===== src/rtl/tf_rd_check_pkg.sv =====
// tf_check_pkg: types and defaults shared by the TF-card read-data checker.
//   state_t        checker FSM states (IDLE, CHECK, DONE)
//   DATA_W         default read-data width
//   WORDS_PER_SEC  default words per sector (512 bytes / 2)
//   SEED           default expected value of the first word of each sector
//   TIMEOUT_CYC    default inter-word idle limit (timeout build only)
//   ERR_CNT_MAX    saturation value of the error counter
//   sat_inc()      saturating increment of the error counter
package tf_check_pkg;

  typedef enum logic [1:0] {
    IDLE  = 2'd0,
    CHECK = 2'd1,
    DONE  = 2'd2
  } state_t;

  localparam int          DATA_W        = 16;
  localparam int          WORDS_PER_SEC = 256;
  localparam logic [15:0] SEED          = 16'h0000;
  localparam logic [23:0] TIMEOUT_CYC   = 24'd10_000_000;
  localparam logic [15:0] ERR_CNT_MAX   = 16'hFFFF;

  function automatic logic [15:0] sat_inc(input logic [15:0] v);
    return (v == ERR_CNT_MAX) ? v : v + 16'd1;
  endfunction

endpackage


===== src/rtl/tf_rd_check_if.sv =====
// tf_rd_check_if: handshake bundle between the sector read controller
// (master) and the read-data checker (slave).
//   start       single-cycle pulse, begin checking one sector
//   rd_en       read-data valid strobe
//   rd_data     read data word, qualified by rd_en
//   clr         synchronous clear of error_flag / err_cnt
//   busy        checker is in CHECK or DONE
//   done        single-cycle end-of-sector pulse
//   error_flag  sticky mismatch indication (LED alarm)
//   err_cnt     saturating count of mismatching words
interface tf_rd_check_if #(
  parameter int DATA_W = tf_check_pkg::DATA_W
) ();

  logic              start;
  logic              rd_en;
  logic [DATA_W-1:0] rd_data;
  logic              clr;
  logic              busy;
  logic              done;
  logic              error_flag;
  logic [15:0]       err_cnt;

  modport master (
    output start, rd_en, rd_data, clr,
    input  busy, done, error_flag, err_cnt
  );

  modport slave (
    input  start, rd_en, rd_data, clr,
    output busy, done, error_flag, err_cnt
  );

endinterface


===== src/rtl/tf_rd_check_gap_wdt.sv =====
// tf_gap_wdt: inter-word gap watchdog for the read-data checker.
//   clk, rst_n  clock, asynchronous active-low reset
//   en          high while the checker is in CHECK; low holds the count at 0
//   kick        read-data strobe; restarts the gap count
//   expire      combinational: this cycle ends the allowed idle window
// The count clears on kick and whenever en is low, so entry into CHECK
// always starts from zero. expire is raised in the cycle whose clock edge
// would take the count to TIMEOUT_CYC-1, so the caller acts on that same
// edge: with TIMEOUT_CYC = N the action lands N cycles after the last
// kick cycle. A kick in the same cycle suppresses expire.
module tf_gap_wdt #(
  parameter logic [23:0] TIMEOUT_CYC = tf_check_pkg::TIMEOUT_CYC
) (
  input  logic clk,
  input  logic rst_n,
  input  logic en,
  input  logic kick,
  output logic expire
);

  logic [23:0] gap_q;
  logic [23:0] gap_next;

  assign gap_next = gap_q + 24'd1;
  assign expire   = en && !kick && (gap_next == TIMEOUT_CYC - 24'd1);

  always_ff @(posedge clk or negedge rst_n) begin
    if (!rst_n) begin
      gap_q <= '0;
    end else if (!en || kick) begin
      gap_q <= '0;
    end else if (!expire) begin
      gap_q <= gap_next;
    end
  end

endmodule


===== src/rtl/tf_rd_check.sv =====
// tf_rd_check: checks each TF-card sector read stream against an
// incrementing pattern starting at SEED.
//   clk, rst_n  clock, asynchronous active-low reset
//   bus         tf_rd_check_if.slave: start/rd_en/rd_data/clr in,
//               busy/done/error_flag/err_cnt out
// Optional build macro TF_CHECK_TIMEOUT_EN: adds the TIMEOUT_CYC parameter
// and a gap watchdog that ends the sector with an error when no word
// arrives within TIMEOUT_CYC cycles.
// error_flag and err_cnt are sticky across sectors; only clr or reset
// clears them, and a mismatch in the same cycle as clr wins (count = 1).
module tf_rd_check #(
`ifdef TF_CHECK_TIMEOUT_EN
  parameter logic [23:0] TIMEOUT_CYC   = tf_check_pkg::TIMEOUT_CYC,
`endif
  parameter int          DATA_W        = tf_check_pkg::DATA_W,
  parameter int          WORDS_PER_SEC = tf_check_pkg::WORDS_PER_SEC,
  parameter logic [DATA_W-1:0] SEED    = DATA_W'(tf_check_pkg::SEED)
) (
  input  logic           clk,
  input  logic           rst_n,
  tf_rd_check_if.slave   bus
);

  import tf_check_pkg::*;

  localparam int             CNT_W    = $clog2(WORDS_PER_SEC);
  localparam logic [CNT_W-1:0] LAST_IDX = CNT_W'(WORDS_PER_SEC - 1);

  state_t            state_q;
  state_t            state_d;
  logic [DATA_W-1:0] expected_q;
  logic [CNT_W-1:0]  word_cnt_q;
  logic              error_flag_q;
  logic [15:0]       err_cnt_q;

  logic              accept;
  logic              mismatch;
  logic              expire;
  logic              err_evt;

  // Words are only consumed in CHECK; rd_en in IDLE (including the start
  // cycle) or DONE is dropped.
  assign accept   = (state_q == CHECK) && bus.rd_en;
  assign mismatch = accept && (bus.rd_data != expected_q);

`ifdef TF_CHECK_TIMEOUT_EN
  tf_gap_wdt #(
    .TIMEOUT_CYC (TIMEOUT_CYC)
  ) u_gap_wdt (
    .clk    (clk),
    .rst_n  (rst_n),
    .en     (state_q == CHECK),
    .kick   (bus.rd_en),
    .expire (expire)
  );
`else
  assign expire = 1'b0;
`endif

  // A timeout and a word never coincide: the watchdog masks expire on kick.
  assign err_evt = mismatch || expire;

  // NOTE: sequential state uses non-blocking assignments so every register
  // samples the pre-edge values of its peers.
  always_ff @(posedge clk or negedge rst_n) begin
    if (!rst_n) begin
      state_q <= IDLE;
    end else begin
      state_q <= state_d;
    end
  end

  // NOTE: the default assignment first keeps this combinational block from
  // inferring a latch on paths that do not change state.
  always_comb begin
    state_d = state_q;
    unique case (state_q)
      IDLE:    if (bus.start) state_d = CHECK;
      CHECK:   if ((accept && (word_cnt_q == LAST_IDX)) || expire) state_d = DONE;
      DONE:    state_d = IDLE;
      default: state_d = IDLE;
    endcase
  end

  always_comb begin
    bus.busy = (state_q != IDLE);
    bus.done = (state_q == DONE);
  end

  // Pattern tracker: re-seeded on IDLE->CHECK, advanced per accepted word.
  always_ff @(posedge clk or negedge rst_n) begin
    if (!rst_n) begin
      expected_q <= SEED;
      word_cnt_q <= '0;
    end else if ((state_q == IDLE) && bus.start) begin
      expected_q <= SEED;
      word_cnt_q <= '0;
    end else if (accept) begin
      expected_q <= expected_q + DATA_W'(1);
      word_cnt_q <= word_cnt_q + CNT_W'(1);
    end
  end

  // Sticky error state; an error event overrides a coincident clr.
  always_ff @(posedge clk or negedge rst_n) begin
    if (!rst_n) begin
      error_flag_q <= 1'b0;
      err_cnt_q    <= '0;
    end else if (err_evt) begin
      error_flag_q <= 1'b1;
      err_cnt_q    <= bus.clr ? 16'd1 : sat_inc(err_cnt_q);
    end else if (bus.clr) begin
      error_flag_q <= 1'b0;
      err_cnt_q    <= '0;
    end
  end

  assign bus.error_flag = error_flag_q;
  assign bus.err_cnt    = err_cnt_q;

endmodule


===== src/flat_wrapper.sv =====
// flat-port wrapper written by rule: the top's interface ports become plain ports
module tf_rd_check_flat import tf_check_pkg::*;
#(

  parameter int          DATA_W        = tf_check_pkg::DATA_W,
  parameter int          WORDS_PER_SEC = tf_check_pkg::WORDS_PER_SEC,
  parameter logic [DATA_W-1:0] SEED    = DATA_W'(tf_check_pkg::SEED)
)
  (clk, rst_n, bus_start, bus_rd_en, bus_rd_data, bus_clr, bus_busy, bus_done, bus_error_flag, bus_err_cnt);
  tf_rd_check_if #(.DATA_W(DATA_W)) bus_i ();
  input  logic clk;
  input  logic rst_n;
  input wire logic [$bits(bus_i.start)-1:0] bus_start;
  input wire logic [$bits(bus_i.rd_en)-1:0] bus_rd_en;
  input wire logic [$bits(bus_i.rd_data)-1:0] bus_rd_data;
  input wire logic [$bits(bus_i.clr)-1:0] bus_clr;
  output wire logic [$bits(bus_i.busy)-1:0] bus_busy;
  output wire logic [$bits(bus_i.done)-1:0] bus_done;
  output wire logic [$bits(bus_i.error_flag)-1:0] bus_error_flag;
  output wire logic [$bits(bus_i.err_cnt)-1:0] bus_err_cnt;
  assign bus_i.start = bus_start;
  assign bus_i.rd_en = bus_rd_en;
  assign bus_i.rd_data = bus_rd_data;
  assign bus_i.clr = bus_clr;
  assign bus_busy = bus_i.busy;
  assign bus_done = bus_i.done;
  assign bus_error_flag = bus_i.error_flag;
  assign bus_err_cnt = bus_i.err_cnt;
  tf_rd_check #(.DATA_W(DATA_W), .WORDS_PER_SEC(WORDS_PER_SEC), .SEED(SEED)) u_core (.clk(clk), .rst_n(rst_n), .bus(bus_i));
endmodule

===== config.mk =====
export PLATFORM = sky130hd
export DESIGN_NAME = tf_rd_check_flat
export DESIGN_NICKNAME = d
export VERILOG_FILES = /design/src/rtl/tf_rd_check_pkg.sv /design/src/rtl/tf_rd_check_if.sv /design/src/rtl/tf_rd_check_gap_wdt.sv /design/src/rtl/tf_rd_check.sv /design/src/flat_wrapper.sv
export SDC_FILE = /design/constraint.sdc
export NUM_CORES = 1
export LEC_CHECK = 0
export BUFFER_PORTS_ARGS = -buffer_cell sky130_fd_sc_hd__buf_4
export CORE_MARGIN = 5
export CORE_UTILIZATION = 45
export DETAILED_ROUTE_END_ITERATION = 8
export PLACE_DENSITY = 0.62
export SLEW_MARGIN = 20
export SYNTH_ARGS = -nofsm -noshare
export SYNTH_HDL_FRONTEND = slang
export SYNTH_HIERARCHICAL = 1
export SYNTH_SLANG_ARGS = --single-unit

===== constraint.sdc =====
create_clock -name clk -period 2.9 [get_ports clk]
set_input_delay 0.145 -clock clk [delete_from_list [all_inputs] [get_ports clk]]
set_output_delay 0.145 -clock clk [all_outputs]
set_load 0.03 [all_outputs]

==> results of run 1 <==
## flip-flops by register name (all words and copies together) (netlist names)
name                   count
u_core/bus.err_cnt        16
u_core/expected_q         16
u_core/word_cnt_q          8
u_core/state_q             2
u_core/bus.error_flag      1
## through the flow
stage | setup slack, ns | util (%) | power [mW] | cell area [sq um]
2_1_floorplan | 0.817 | - | 0.956 | 2480
3_3_place_gp | 0.596 | 52.1 | 1.03 | 2830
3_5_place_dp | 0.513 | 52.1 | 1.03 | 2830
4_1_cts | 0.476 | 54.1 | 1.49 | 2940
5_1_grt | 0.340 | 54.1 | 1.56 | 2940
6_report | 0.440 | 54.1 | 1.48 | 2940
## worst min path at each step
stage	from	to	slack [ns]	cells after the start
final	bus_start	u_core/state_q[0]	0.13	3
after CTS	bus_start	u_core/state_q[0]	0.11	3
after floorplan	rst_n	u_core/bus.err_cnt[0]	-0.15	0
after global routing	bus_start	u_core/state_q[0]	0.11	3
after detailed placement	rst_n	u_core/bus.err_cnt[2]	0.18	1
after global placement	rst_n	u_core/bus.err_cnt[0]	0.18	1
## area by class of cell
type                            instances  area [sq um]
Fill cell                             503          2490
Timing Repair Buffer                   44           333
Clock buffer                            6          72.6
Multi-Input combinational cell        195          1330
Tap cell                               72          90.1
Sequential cell                        43          1080
Clock inverter                          1          30.0
Inverter                                3          11.3
## critical path, stage by stage (launching register included)
cell and delay, ns:
dfrtp_1 0.44, ha_1 0.23, and4_1 0.28, nand4_1 0.17, nor2_1 0.78, nor4_2 0.11, mux2_4 0.33
## synthesized netlist by cell type (4+ instances only)
cell / count
dfrtp_1: 43
nor2_1: 30
xnor2_1: 23
nand2_1: 17
nand4_1: 16
a21oi_1: 10
xor2_1: 10
nand3_1: 8
or4_1: 8
nor3_1: 7
nor2b_1: 6
o31ai_1: 6
and3_1: 5
and4_1: 5
mux2_4: 5
clkbuf_1: 4
o21ai_0: 4
## logic make-up (layout without fill, tap and decap cells)
group,Yosys count,count (layout),synth area share [%]
AOI/OAI and AO/OA,29,29,7.46
xor gates and xnor gates,34,34,12.3
adders and majority gates,3,3,1.51
buffers and inverters,13,54,2.97
DFF,43,43,43.4
muxes,6,6,3.43
and+or+nand+nor,123,123,28.9
## per-layer routing
layer	vias up	GRT usage, %
met5	-	0
met4	0	5.12
met3	8	4.32
met2	51	25.1
met1	937	21.5
li1	983	-
## report_power, final
group | internal, mW | switching [mW] | total [mW]
clock network | 0.253 | 0.201 | 0.454
logic | 0.132 | 0.129 | 0.260
registers | 0.670 | 0.0921 | 0.763
==> metrics, run 1 <==
Fmax achieved 406 MHz; cell area after synthesis 0.00248 sq mm; Metal-1 WL 2520 microns; synth warn 6; asr flop ratio synth 100%; most frequent cells in the layout 43 x buf_4, 43 x dfrtp_1, 30 x nor2_1, 23 x xnor2_1, 17 x nand2_1; FF-to-FF End u_core/bus.err_cnt[8]; Top Layer Used met4; PostCTS Resize Cnt 0; via/cell ratio 5.44; total core area 0.00544 sq mm; layout cell share with drive strength beyond 1 22.6%; gr ovfl total 0; Post-DRT Antenna Nets 0; Post-DP HPWL 3710 microns; Synth Register Bits 43; Max-cap violations 0; post-synth cell types 43; final std cells w/o fill 364; register area share after synthesis 43.4%; die area 0.00710 sq mm; worst vdd ir 0.343 mV; setup violators final 0; Final Hold Viols 0; initial antenna violation count 0; Syn Nets 275; worst r2r src u_core/bus.err_cnt[0]; Area Growth Syn to Fin 18.7%; final WL 5330 microns; Worst-Margin Slew 0.980 ns; Initial Util 45.6%; Post-CTS Setup Bufs 0; worst r2r path cells 6; worst-path fanout max 13; Worst slew margin 34.4%; Worst-path clk slew 0.08 ns; post-synthesis area per instance 9.88 sq um; critical path type reg2reg; Antenna diodes 0; first-pass GRT wire length 9420 microns; GRT Util Overall 16.0%; synth top area cells dfrtp_1 43%, xnor2_1 8.1%, nor2_1 4.5%; Routability Congestion 0.770; die width 84.3 microns; Final Max Slew Viols 0; LEAKAGE 1.26 nW; fin crit share 84.8%; CTS Sinks 43; dpl cells 356; unrepaired setup endpoints after global routing false; Post-synth EDFFs 0; num rows 27; CTS Buf Count 5; Max clock buf depth 2; CTS tree done; Required @ worst endpoint 3.08 ns; met3 WL 288 microns; Post-Syn Instances 251; H-tree depth 2; largest net degree at the start of global routing 44; First-pass DRT Iterations 4; met2 wire length 2440 microns; Hold WC Path Type in2reg; Power Density 502 mW/mm^2; Reg2Reg Setup Slack 0.44 ns; Final nets 316; Startpoint Class register; post-route setup TNS 0 ns; area leader, netlist dfrtp_1; crit path time final 2.46 ns; io pins 40; status completed; DRT iter0 DRCs 118; CP startpoint u_core/bus.err_cnt[0]; Residual DRC 0; CP Capture Point u_core/bus.err_cnt[8]; crit path capture type register; worst hold slack 0.125 ns; routed len/inst 14.6 microns; predominant post-synthesis flop cell dfrtp_1; CTS Hold Buffers Added 1; number of global-route vias before repair 1934; Clk Latency, worst-skew pair 0.29 ns; DR vias 1979; Root Driver clkbuf_8; Buffers on Ports 39; post-route clock skew 0.00755 ns; arrival time at the worst endpoint 2.64 ns; die height 84.3 microns; Yosys top cell area share 43.4%
No activity file was read; power rests on OpenSTA's default activity.
==> run 2, diff against run 1 <==
--- a/config.mk
+++ b/config.mk
@@ -9,7 +9,7 @@
 export CORE_MARGIN = 5
 export CORE_UTILIZATION = 45
 export DETAILED_ROUTE_END_ITERATION = 8
-export PLACE_DENSITY = 0.62
+export PLACE_DENSITY = 0.64
 export SLEW_MARGIN = 20
 export SYNTH_ARGS = -nofsm -noshare
 export SYNTH_HDL_FRONTEND = slang
==> constraint.sdc (replaced) <==
create_clock -name clk -period 2.1 [get_ports clk]
set_input_delay 0.105 -clock clk [delete_from_list [all_inputs] [get_ports clk]]
set_output_delay 0.105 -clock clk [all_outputs]
set_load 0.03 [all_outputs]
==> run 2 against run 1 <==
Compared with the run above: utilization increased by 2.7 points; clock skew increased by 0.0026 ns; worst setup slack got worse by 0.30 ns; flip-flop and latch count unchanged; power rose by 40%; first-iteration DRC count fell by 32%; largest cell class unchanged; largest power group unchanged.
==> metrics, run 2 (same netlist as run 1, synthesis figures left out) <==
setup violators final 0; clock group share of total power 31.3%; CTS Sinks 43; worst-path fanout max 7; critical path type reg2reg; Internal 1.47 mW; via/cell ratio 5.48; Final nets 330; total core area 0.00544 sq mm; most frequent cells in the layout 56 x buf_4, 43 x dfrtp_1, 29 x nor2_1, 23 x xnor2_1, 17 x nand2_1; CP startpoint u_core/bus.err_cnt[0]; Worst-Margin Slew 0.565 ns; die width 84.3 microns; First-pass DRT Iterations 4; switching power share of the total 28.9%; FF-to-FF End u_core/bus.err_cnt[15]; Critical Path Stages 7; slowest stage cell, crit path or4_1; worst hold slack 0.0848 ns; H-tree depth 2; status completed; Fmax achieved 509 MHz; routed len/inst 14.7 microns; final WL 5570 microns; Routability Congestion 0.781; Worst-path clk slew 0.09 ns; Hold WC Path Type in2reg; crit-path leading delay family simple AND/OR/NAND/NOR gates; CTS Buf Count 5; die area 0.00710 sq mm; Slowest Stage Delay on Critical Path 0.49 ns; layout cell share with drive strength beyond 1 27.4%; CTS tree done; Post-DRT Antenna Nets 0; Max-cap violations 0; GRT Util Overall 16.8%; initial antenna violation count 0; worst r2r src u_core/bus.err_cnt[0]; Power Density 669 mW/mm^2; LEAKAGE 1.35 nW; crit path capture type register; DRT iter0 DRCs 80; CP Cell Sequence ha_1, and4_1, buf_4, nand4_1, nand3_4, or4_1, a21oi_1; Required @ worst endpoint 2.32 ns; first-pass GRT wire length 9830 microns; DP Area 0.00295 sq mm; crit path time final 1.96 ns; Max clock buf depth 2; largest net degree at the start of global routing 44; design area 0.00309 sq mm; gr ovfl total 0; post-route clock skew 0.0101 ns; arrival time at the worst endpoint 2.19 ns; worst r2r path cells 7; WP buf/inv 1; Residual DRC 0; Post-DP HPWL 4000 microns; unrepaired setup endpoints after global routing false; Root Driver clkbuf_8; io pins 40; number of global-route vias before repair 2097; worst vdd ir 0.367 mV; Clk Latency, worst-skew pair 0.29 ns; DR vias 2077; Final Power 2.07 mW; die height 84.3 microns; commonest non-fill, non-tap cell in the layout buf_4; Antenna diodes 0; Final Hold Viols 0; Worst slew margin 62.3%; min-delay src bus_start; Post-CTS Setup Bufs 0; Buffers on Ports 39; Reg2Reg Setup Slack 0.14 ns; switching power 0.597 mW; Seq pwr share 50.4%; Area Growth Syn to Fin 24.6%; Final Max Slew Viols 0; Startpoint Class register; CP Capture Point u_core/bus.err_cnt[15]; Comb pwr share 18.3%; post-route setup TNS 0 ns; Initial Util 45.6%; fin crit share 93.5%; num rows 27
==> run 2: metrics by stage <==
stage	worst slack [ns]	utilization [%]	cells
final	0.136	56.8	379
after global routing	0.0368	56.8	379
after CTS	0.0557	56.5	379
after detailed placement	-0.0835	54.2	370
after global placement	-0.0420	54.2	370
after floorplan	0.0169	-	251
==> run 2: metal layers <==
layer | GRT usage [%] | part of all wire [%] | vias to the layer above
met5 | 0 | 0 | -
met2 | 28.9 | 50 | 34
li1 | - | - | 1013
met1 | 21.3 | 46 | 1025
met4 | 3.95 | 0.79 | 0
met3 | 4.12 | 3.7 | 5
==> run 2: timing repair <==
action | CTS | global route
gates resized for setup | 1 | 3
endpoints found under the setup margin | 6 | 5
hold buffers | 1 | 0
hold endpoints to repair | 43 | 0
==> run 2: tightest hold or removal path: stages <==
cell,delay (ns)
buf_4,0.11
nor2_1,0.08
nor3_1,0.05
==> run 2: layout make-up <==
| cell class | instances | area (sq um) |
|---|---|---|
| inverter | 3 | 11.3 |
| multi-input combinational | 195 | 1350 |
| clock inverter | 3 | 43.8 |
| clock buffer | 5 | 68.8 |
| sequential | 43 | 1080 |
| timing repair buffer | 58 | 450 |
| tap | 72 | 90.1 |
| fill | 504 | 2350 |
==> run 2: worst min-delay path by stage <==
stage,to,depth (start not counted),slack [ns]
after floorplan,u_core/bus.err_cnt[0],0,-0.19
after global placement,u_core/bus.err_cnt[1],1,0.14
after detailed placement,u_core/bus.err_cnt[5],1,0.14
after CTS,u_core/state_q[0],3,0.08
after global routing,u_core/state_q[0],3,0.09
final,u_core/state_q[0],3,0.08
==> run 2: power groups by stage <==
stage / Sequential (mW) / Combinational [mW] / Clock (mW)
global placement: 1.06 / 0.372 / 0
CTS: 1.05 / 0.385 / 0.674
detailed placement: 1.06 / 0.381 / 0
global route: 1.06 / 0.429 / 0.710
finish: 1.04 / 0.379 / 0.646
floorplan: 1.04 / 0.282 / 0
